## src/rtl/i2c_eeprom_arbiter_if.sv

```systemverilog
// rtl/i2c_eeprom_arbiter_if.sv - requester and byte-engine signal bundle for the eeprom arbiter
interface i2c_eeprom_arbiter_if #(
  parameter int NUM_REQ = 2
);
  logic [NUM_REQ-1:0]   req_valid;
  logic [NUM_REQ-1:0]   req_rd;
  logic [NUM_REQ*7-1:0] req_dev;
  logic [NUM_REQ*8-1:0] req_reg;
  logic [NUM_REQ*8-1:0] req_wdata;
  logic [NUM_REQ-1:0]   req_done;
  logic [NUM_REQ-1:0]   req_err;
  logic [7:0]           rsp_rdata;
  logic                 busy;
  logic                 i2c_write_req;
  logic                 i2c_read_req;
  logic                 i2c_write_ack;
  logic                 i2c_read_ack;
  logic [7:0]           wdata_in;
  logic [7:0]           rdata;
  logic [7:0]           wr_dev_addr;
  logic [7:0]           wr_reg_addr;
  logic [7:0]           rd_dev_addr;
  logic [7:0]           rd_reg_addr;

  modport slave (
    input  req_valid, req_rd, req_dev, req_reg, req_wdata,
    input  i2c_write_ack, i2c_read_ack, rdata,
    output req_done, req_err, rsp_rdata, busy,
    output i2c_write_req, i2c_read_req, wdata_in,
    output wr_dev_addr, wr_reg_addr, rd_dev_addr, rd_reg_addr
  );

  modport master (
    output req_valid, req_rd, req_dev, req_reg, req_wdata,
    output i2c_write_ack, i2c_read_ack, rdata,
    input  req_done, req_err, rsp_rdata, busy,
    input  i2c_write_req, i2c_read_req, wdata_in,
    input  wr_dev_addr, wr_reg_addr, rd_dev_addr, rd_reg_addr
  );
endinterface

```

## src/rtl/i2c_eeprom_arbiter.sv

```systemverilog
// rtl/i2c_eeprom_arbiter.sv - round-robin arbiter sharing one i2c eeprom byte engine
module i2c_eeprom_arbiter #(
  parameter int NUM_REQ        = 2,
  parameter int TIMEOUT_CYCLES = 1000000,
  parameter int WR_GAP_CYCLES  = 250000
) (
  input logic                clk,
  input logic                reset,
  i2c_eeprom_arbiter_if.slave bus
);
  localparam int          GW       = (NUM_REQ > 1) ? $clog2(NUM_REQ) : 1;
  localparam logic [19:0] TO_LAST  = 20'(TIMEOUT_CYCLES - 1);
  localparam logic [19:0] GAP_LAST = 20'(WR_GAP_CYCLES - 1);

  typedef enum logic [2:0] {IDLE, LOAD, XFER, DONE, GAP} state_t;

  state_t        state;
  logic [GW-1:0] rr_ptr;
  logic [GW-1:0] grant;
  logic [GW-1:0] pick;
  logic          pick_ok;
  logic          cmd_rd;
  logic          req_on;
  logic          ack_hit;
  logic [19:0]   cnt;

  // Scan downward so the lowest offset from rr_ptr wins.
  always_comb begin
    pick    = rr_ptr;
    pick_ok = 1'b0;
    for (int k = NUM_REQ - 1; k >= 0; k--) begin
      if (bus.req_valid[(int'(rr_ptr) + k) % NUM_REQ]) begin
        pick    = GW'((int'(rr_ptr) + k) % NUM_REQ);
        pick_ok = 1'b1;
      end
    end
  end

  assign req_on  = bus.i2c_read_req | bus.i2c_write_req;
  assign ack_hit = (bus.i2c_read_req & bus.i2c_read_ack) | (bus.i2c_write_req & bus.i2c_write_ack);

  always_ff @(posedge clk) begin
    if (reset) begin
      state             <= IDLE;
      rr_ptr            <= '0;
      grant             <= '0;
      cmd_rd            <= 1'b0;
      cnt               <= '0;
      bus.req_done      <= '0;
      bus.req_err       <= '0;
      bus.rsp_rdata     <= 8'h00;
      bus.busy          <= 1'b0;
      bus.i2c_write_req <= 1'b0;
      bus.i2c_read_req  <= 1'b0;
      bus.wdata_in      <= 8'h00;
      bus.wr_dev_addr   <= 8'h00;
      bus.wr_reg_addr   <= 8'h00;
      bus.rd_dev_addr   <= 8'h00;
      bus.rd_reg_addr   <= 8'h00;
    end else begin
      bus.req_done <= '0;
      bus.req_err  <= '0;
      case (state)
        IDLE: begin
          if (pick_ok) begin
            grant    <= pick;
            bus.busy <= 1'b1;
            state    <= LOAD;
          end
        end
        LOAD: begin
          cmd_rd          <= bus.req_rd[grant];
          bus.wr_dev_addr <= {bus.req_dev[int'(grant)*7 +: 7], 1'b0};
          bus.rd_dev_addr <= {bus.req_dev[int'(grant)*7 +: 7], 1'b1};
          bus.wr_reg_addr <= bus.req_reg[int'(grant)*8 +: 8];
          bus.rd_reg_addr <= bus.req_reg[int'(grant)*8 +: 8];
          bus.wdata_in    <= bus.req_wdata[int'(grant)*8 +: 8];
          cnt             <= '0;
          state           <= XFER;
        end
        XFER: begin
          // Acks only count while the matching engine request is actually up.
          if (ack_hit) begin
            if (bus.i2c_read_req) bus.rsp_rdata <= bus.rdata;
            bus.i2c_read_req    <= 1'b0;
            bus.i2c_write_req   <= 1'b0;
            bus.req_done[grant] <= 1'b1;
            cnt                 <= '0;
            state               <= DONE;
          end else if (req_on && cnt == TO_LAST) begin
            bus.i2c_read_req    <= 1'b0;
            bus.i2c_write_req   <= 1'b0;
            bus.req_done[grant] <= 1'b1;
            bus.req_err[grant]  <= 1'b1;
            cnt                 <= '0;
            state               <= DONE;
          end else begin
            bus.i2c_read_req  <= cmd_rd;
            bus.i2c_write_req <= !cmd_rd;
            if (req_on) cnt <= cnt + 20'd1;
          end
        end
        DONE: begin
          rr_ptr <= (grant == GW'(NUM_REQ - 1)) ? '0 : grant + 1'b1;
          cnt    <= '0;
          if (cmd_rd) begin
            bus.busy <= 1'b0;
            state    <= IDLE;
          end else begin
            state <= GAP;
          end
        end
        GAP: begin
          if (cnt == GAP_LAST) begin
            cnt      <= '0;
            bus.busy <= 1'b0;
            state    <= IDLE;
          end else begin
            cnt <= cnt + 20'd1;
          end
        end
        default: begin
          bus.busy <= 1'b0;
          state    <= IDLE;
        end
      endcase
    end
  end
endmodule

```

## src/flat_wrapper.sv

```systemverilog
// flat-port wrapper written by rule: the top's interface ports become plain ports
module i2c_eeprom_arbiter_flat 
#(
  parameter int NUM_REQ        = 2,
  parameter int TIMEOUT_CYCLES = 1000000,
  parameter int WR_GAP_CYCLES  = 250000
)
  (clk, reset, bus_req_valid, bus_req_rd, bus_req_dev, bus_req_reg, bus_req_wdata, bus_i2c_write_ack, bus_i2c_read_ack, bus_rdata, bus_req_done, bus_req_err, bus_rsp_rdata, bus_busy, bus_i2c_write_req, bus_i2c_read_req, bus_wdata_in, bus_wr_dev_addr, bus_wr_reg_addr, bus_rd_dev_addr, bus_rd_reg_addr);
  i2c_eeprom_arbiter_if #(.NUM_REQ(NUM_REQ)) bus_i ();
  input logic clk;
  input logic reset;
  input wire logic [$bits(bus_i.req_valid)-1:0] bus_req_valid;
  input wire logic [$bits(bus_i.req_rd)-1:0] bus_req_rd;
  input wire logic [$bits(bus_i.req_dev)-1:0] bus_req_dev;
  input wire logic [$bits(bus_i.req_reg)-1:0] bus_req_reg;
  input wire logic [$bits(bus_i.req_wdata)-1:0] bus_req_wdata;
  input wire logic [$bits(bus_i.i2c_write_ack)-1:0] bus_i2c_write_ack;
  input wire logic [$bits(bus_i.i2c_read_ack)-1:0] bus_i2c_read_ack;
  input wire logic [$bits(bus_i.rdata)-1:0] bus_rdata;
  output wire logic [$bits(bus_i.req_done)-1:0] bus_req_done;
  output wire logic [$bits(bus_i.req_err)-1:0] bus_req_err;
  output wire logic [$bits(bus_i.rsp_rdata)-1:0] bus_rsp_rdata;
  output wire logic [$bits(bus_i.busy)-1:0] bus_busy;
  output wire logic [$bits(bus_i.i2c_write_req)-1:0] bus_i2c_write_req;
  output wire logic [$bits(bus_i.i2c_read_req)-1:0] bus_i2c_read_req;
  output wire logic [$bits(bus_i.wdata_in)-1:0] bus_wdata_in;
  output wire logic [$bits(bus_i.wr_dev_addr)-1:0] bus_wr_dev_addr;
  output wire logic [$bits(bus_i.wr_reg_addr)-1:0] bus_wr_reg_addr;
  output wire logic [$bits(bus_i.rd_dev_addr)-1:0] bus_rd_dev_addr;
  output wire logic [$bits(bus_i.rd_reg_addr)-1:0] bus_rd_reg_addr;
  assign bus_i.req_valid = bus_req_valid;
  assign bus_i.req_rd = bus_req_rd;
  assign bus_i.req_dev = bus_req_dev;
  assign bus_i.req_reg = bus_req_reg;
  assign bus_i.req_wdata = bus_req_wdata;
  assign bus_i.i2c_write_ack = bus_i2c_write_ack;
  assign bus_i.i2c_read_ack = bus_i2c_read_ack;
  assign bus_i.rdata = bus_rdata;
  assign bus_req_done = bus_i.req_done;
  assign bus_req_err = bus_i.req_err;
  assign bus_rsp_rdata = bus_i.rsp_rdata;
  assign bus_busy = bus_i.busy;
  assign bus_i2c_write_req = bus_i.i2c_write_req;
  assign bus_i2c_read_req = bus_i.i2c_read_req;
  assign bus_wdata_in = bus_i.wdata_in;
  assign bus_wr_dev_addr = bus_i.wr_dev_addr;
  assign bus_wr_reg_addr = bus_i.wr_reg_addr;
  assign bus_rd_dev_addr = bus_i.rd_dev_addr;
  assign bus_rd_reg_addr = bus_i.rd_reg_addr;
  i2c_eeprom_arbiter #(.NUM_REQ(NUM_REQ), .TIMEOUT_CYCLES(TIMEOUT_CYCLES), .WR_GAP_CYCLES(WR_GAP_CYCLES)) u_core (.clk(clk), .reset(reset), .bus(bus_i));
endmodule
```

## config.mk

```make
export PLATFORM = sky130hd
export DESIGN_NAME = i2c_eeprom_arbiter_flat
export DESIGN_NICKNAME = d
export VERILOG_FILES = /design/src/rtl/i2c_eeprom_arbiter_if.sv /design/src/rtl/i2c_eeprom_arbiter.sv /design/src/flat_wrapper.sv
export SDC_FILE = /design/constraint.sdc
export NUM_CORES = 1
export LEC_CHECK = 0
export ABC_AREA = 1
export BUFFER_PORTS_ARGS = -buffer_cell sky130_fd_sc_hd__buf_4
export CAP_MARGIN = 5
export CORE_ASPECT_RATIO = 0.7
export CORE_MARGIN = 5
export CORE_UTILIZATION = 45
export DETAILED_ROUTE_END_ITERATION = 6
export GPL_TIMING_DRIVEN = 0
export PLACE_DENSITY = 0.73
export SLEW_MARGIN = 15
export SYNTH_ARGS = -nofsm -noshare
export SYNTH_HDL_FRONTEND = slang
export SYNTH_SLANG_ARGS = --single-unit
```

## constraint.sdc

```tcl
create_clock -name clk -period 1.68 [get_ports clk]
set_input_delay 0.168 -clock clk [delete_from_list [all_inputs] [get_ports clk]]
set_output_delay 0.168 -clock clk [all_outputs]
set_load 0.02 [all_outputs]
```

==> impl_metrics.py <==
metrics = {
    "power": {
        "vdd_drop_max_v": 0.000566,
        "static-leakage-power_nw": 2.17,
        "power_per_cell_area_nw_per_um2": 1140,
    },
    "sta": {
        "totalNegativeSetupSlack_ps": 0,
        "layout_worst_path_cycle_share_pct": 97.3,
        "timing.final.hold_violations": 0,
        "timing.max_slew.rel_slack_pct": 63.7,
        "timing_max_transition_violations_final": 0,
        "final_critical_path_time_including_i_o_delays_and_setup_ps": 1640,
        "fmaxAchievable_mhz": 611,
        "fin_worst_skew_ps": 7.10,
        "worst_slew_pin_slew_ps": 545,
        "grt_setup_unrepaired": "true",
        "setup_viol": 0,
    },
    "global_routing": {
        "grt_start_max_net_pins": 13,
        "grt_overall_usage_pct": 21.6,
        "antenna_violations_before_repair": 0,
        "grt_first_pass_wirelength_mm": 16.0,
        "first_global_vias": 3316,
        "overflow": 0,
    },
    "detailed_routing": {
        "drc": 0,
        "wl_met2_mm": 4.34,
        "viasPerCell": 4.95,
        "detail_route.wirelength.met1_mm": 4.58,
        "route.antenna.remaining_nets": 0,
        "routed_length_on_met3_um": 694,
        "topRoutingLayerUsed": "met4",
        "drt_pass1_iterations": 7,
        "routed-via-count": 3601,
        "route.detailed.wl_per_inst_um": 13.4,
        "wl_mm": 9.75,
        "drt_first_iter_violations": 322,
    },
    "synthesis": {
        "number_of_enable_type_register_cells_in_the_synthesized_netlist": 0,
        "dominant_cell_type_by_area_after_synthesis": "dfxtp_1",
        "postSynthCellCount": 495,
        "mappedNetlistArea_sq_um": 3310,
        "synth_top_flop_cell": "dfxtp_1",
        "yosys-top-cells-area": "dfxtp_1, nand2_1, inv_1, nor2_1, a21oi_1",
        "yosysWarningCount": 0,
        "synth_top_cells_by_count": "nand2_1, dfxtp_1, inv_1",
        "netlist.area_leader.share_pct": 39.3,
        "yosysMostFrequentCell": "nand2_1",
        "syn_avg_cell_area_sq_um": 6.69,
        "number_of_library_cell_types_mapped_by_synthesis": 32,
        "synth-seq-area-share_pct": 39.3,
        "postSynth.asyncResetShare_pct": 0,
        "number_of_nets_in_the_synthesized_netlist": 559,
        "synth.ff_latch_count": 65,
    },
    "layout": {
        "layout-area-overhead-vs-synth_pct": 38.7,
        "num-nets-final": 689,
        "final_design_area_no_fill_sq_um": 4590,
        "post_route_cells_drive_above_1_share_pct": 30.5,
        "fin_util_pct": 63.5,
        "filler_cell_count": 693,
        "insertedDiodeCount": 0,
    },
    "critical_path": {
        "worst_ep_arrival_time_ps": 1880,
        "end_kind": "flip-flop",
        "setup.reg_to_reg.worst_slack_ps": 40,
        "crit_type": "reg2reg",
        "critPathLaunchType": "flip-flop",
        "worstPathMaxFanout": 10,
        "worst_ep_required_time_ps": 1920,
    },
    "clock_network": {
        "clock_latency_reported_for_the_late_side_of_the_worst_skew_pair_ps": 350,
        "cts.sink_count": 65,
        "cts_max_path_buffers": 2,
        "tritoncts": "done",
        "clock-root-buffer": "clkbuf_8",
        "htree_num_levels": 3,
        "clk_pin_slew_worst_paths_ps": 70,
        "cts_inserted_buffers": 9,
    },
    "outcome": {
        "status": "finished, final reports clean",
    },
    "floorplan": {
        "row_count": 26,
        "die_outline_area_sq_um": 9200,
        "die-width_um": 113,
        "core-area_sq_um": 7220,
        "die_height_um": 81.8,
        "ios": 117,
        "initial_core_utilization_pct": 45.8,
    },
    "min_path": {
        "min_path_type": "in2reg",
    },
    "run": {
        "cap_violations": 0,
    },
    "placed_design": {
        "dp_hpwl_mm": 7.43,
        "detailed_place.area_sq_um": 4290,
        "input_output_buffers": 114,
        "place_congestion": 0.901,
    },
}
-- layout by cell type (no fill, tap or decap), types with 2 or more instances in the layout --
cell,count
inv_1,62
nand2_1,118
ha_1,2
a31oi_1,2
nand4_1,7
clkinvlp_4,3
nand3_2,3
nor2_1,61
nand3_1,20
dfxtp_1,60
clkinv_4,2
nor2_4,3
and3_1,2
a21oi_2,3
clkbuf_1,11
a21oi_1,37
o21ai_0,36
nor3_1,8
xor2_1,4
or2_1,3
nand2_2,2
dfxtp_2,5
nor2_2,4
clkbuf_8,10
nor3_2,6
clkbuf_2,3
nand2_4,2
inv_2,3
buf_4,135
nor4_1,2
-- stage by stage --
stage / std cells / power, W / setup WS (ps) / hold WS (ps)
detailed placement: 707 / 0.00384 / -108 / 432
global route: 728 / 0.00556 / -60.1 / 74.3
CTS: 723 / 0.00522 / 8.32 / 65.0
finish: 728 / 0.00525 / 44.5 / 74.7
global placement: 707 / 0.00381 / -56.7 / 427
floorplan: 495 / 0.00310 / 153 / 332
-- flip-flops by register name, summed over array words and instances (netlist names), 2 cells and up --
signal / count
u_core.bus.rd_dev_addr: 7
u_core.bus.req_done: 2
u_core.bus.req_err: 2
u_core.bus.rsp_rdata: 8
u_core.bus.wdata_in: 8
u_core.bus.wr_reg_addr: 8
u_core.cnt: 20
u_core.state: 3
-- timing repair --
action                                  4_1_cts  5_1_grt
resized for setup                             6       18
endpoints found under the setup margin       11       41
setup buffers                                 0        5
pin swaps                                     1        3
hold buffers                                  0        0
hold endpoints to repair                      0        0
-- area by class of cell --
type	count	area (sq um)	area share, %
Tap cell	98	123	2.67
Timing Repair Buffer	119	893	19.5
Inverter	67	258	5.62
Buffer	33	208	4.53
Clock inverter	6	67.6	1.47
Clock buffer	10	138	3.00
Sequential cell	65	1310	28.5
Multi-Input combinational cell	330	1600	34.8
-- metal layers --
metal / track usage, % / up-vias
met5: 0 / -
met4: 6.84 / 0
met3: 4.57 / 12
met2: 34.5 / 153
met1: 29.3 / 1633
li1: - / 1803
-- cells by family after synthesis --
group / Yosys count / synth area share (%)
fa+ha+maj: 2 / 0.756
xor+xnor: 5 / 1.32
simple gates: 242 / 32.2
other cells: 1 / 0.113
buf+inv: 100 / 13.7
compound gates: 80 / 12.6
flops: 65 / 39.3
-- critical path: stages (launching register included) --
cell and delay, ps:
dfxtp_2 370, ha_1 190, nand3_1 120, nor2_1 160, nand3_2 140, nand3_2 120, nand3_4 100, nand2_4 120
buf_8 150, nor2_1 60
-- final timing paths --
kind | to | startpoint | cells past startpoint
max reg2reg | u_core.cnt[13] | u_core.cnt[0] | 9
min | u_core.bus.rsp_rdata[2] | bus_rdata[2] | 3
min reg2reg | u_core.bus.wdata_in[2] | u_core.bus.wdata_in[2] | 2
max | u_core.cnt[13] | u_core.cnt[0] | 9
-- power by group --
group          leakage (nW)  total (W)  switching [W]  internal, W
Sequential            0.532    0.00192       0.000164      0.00175
Combinational          1.54    0.00197        0.00114     0.000826
Clock                0.0985    0.00136       0.000637     0.000727
Note: power is estimated with default switching activity, not from simulation.
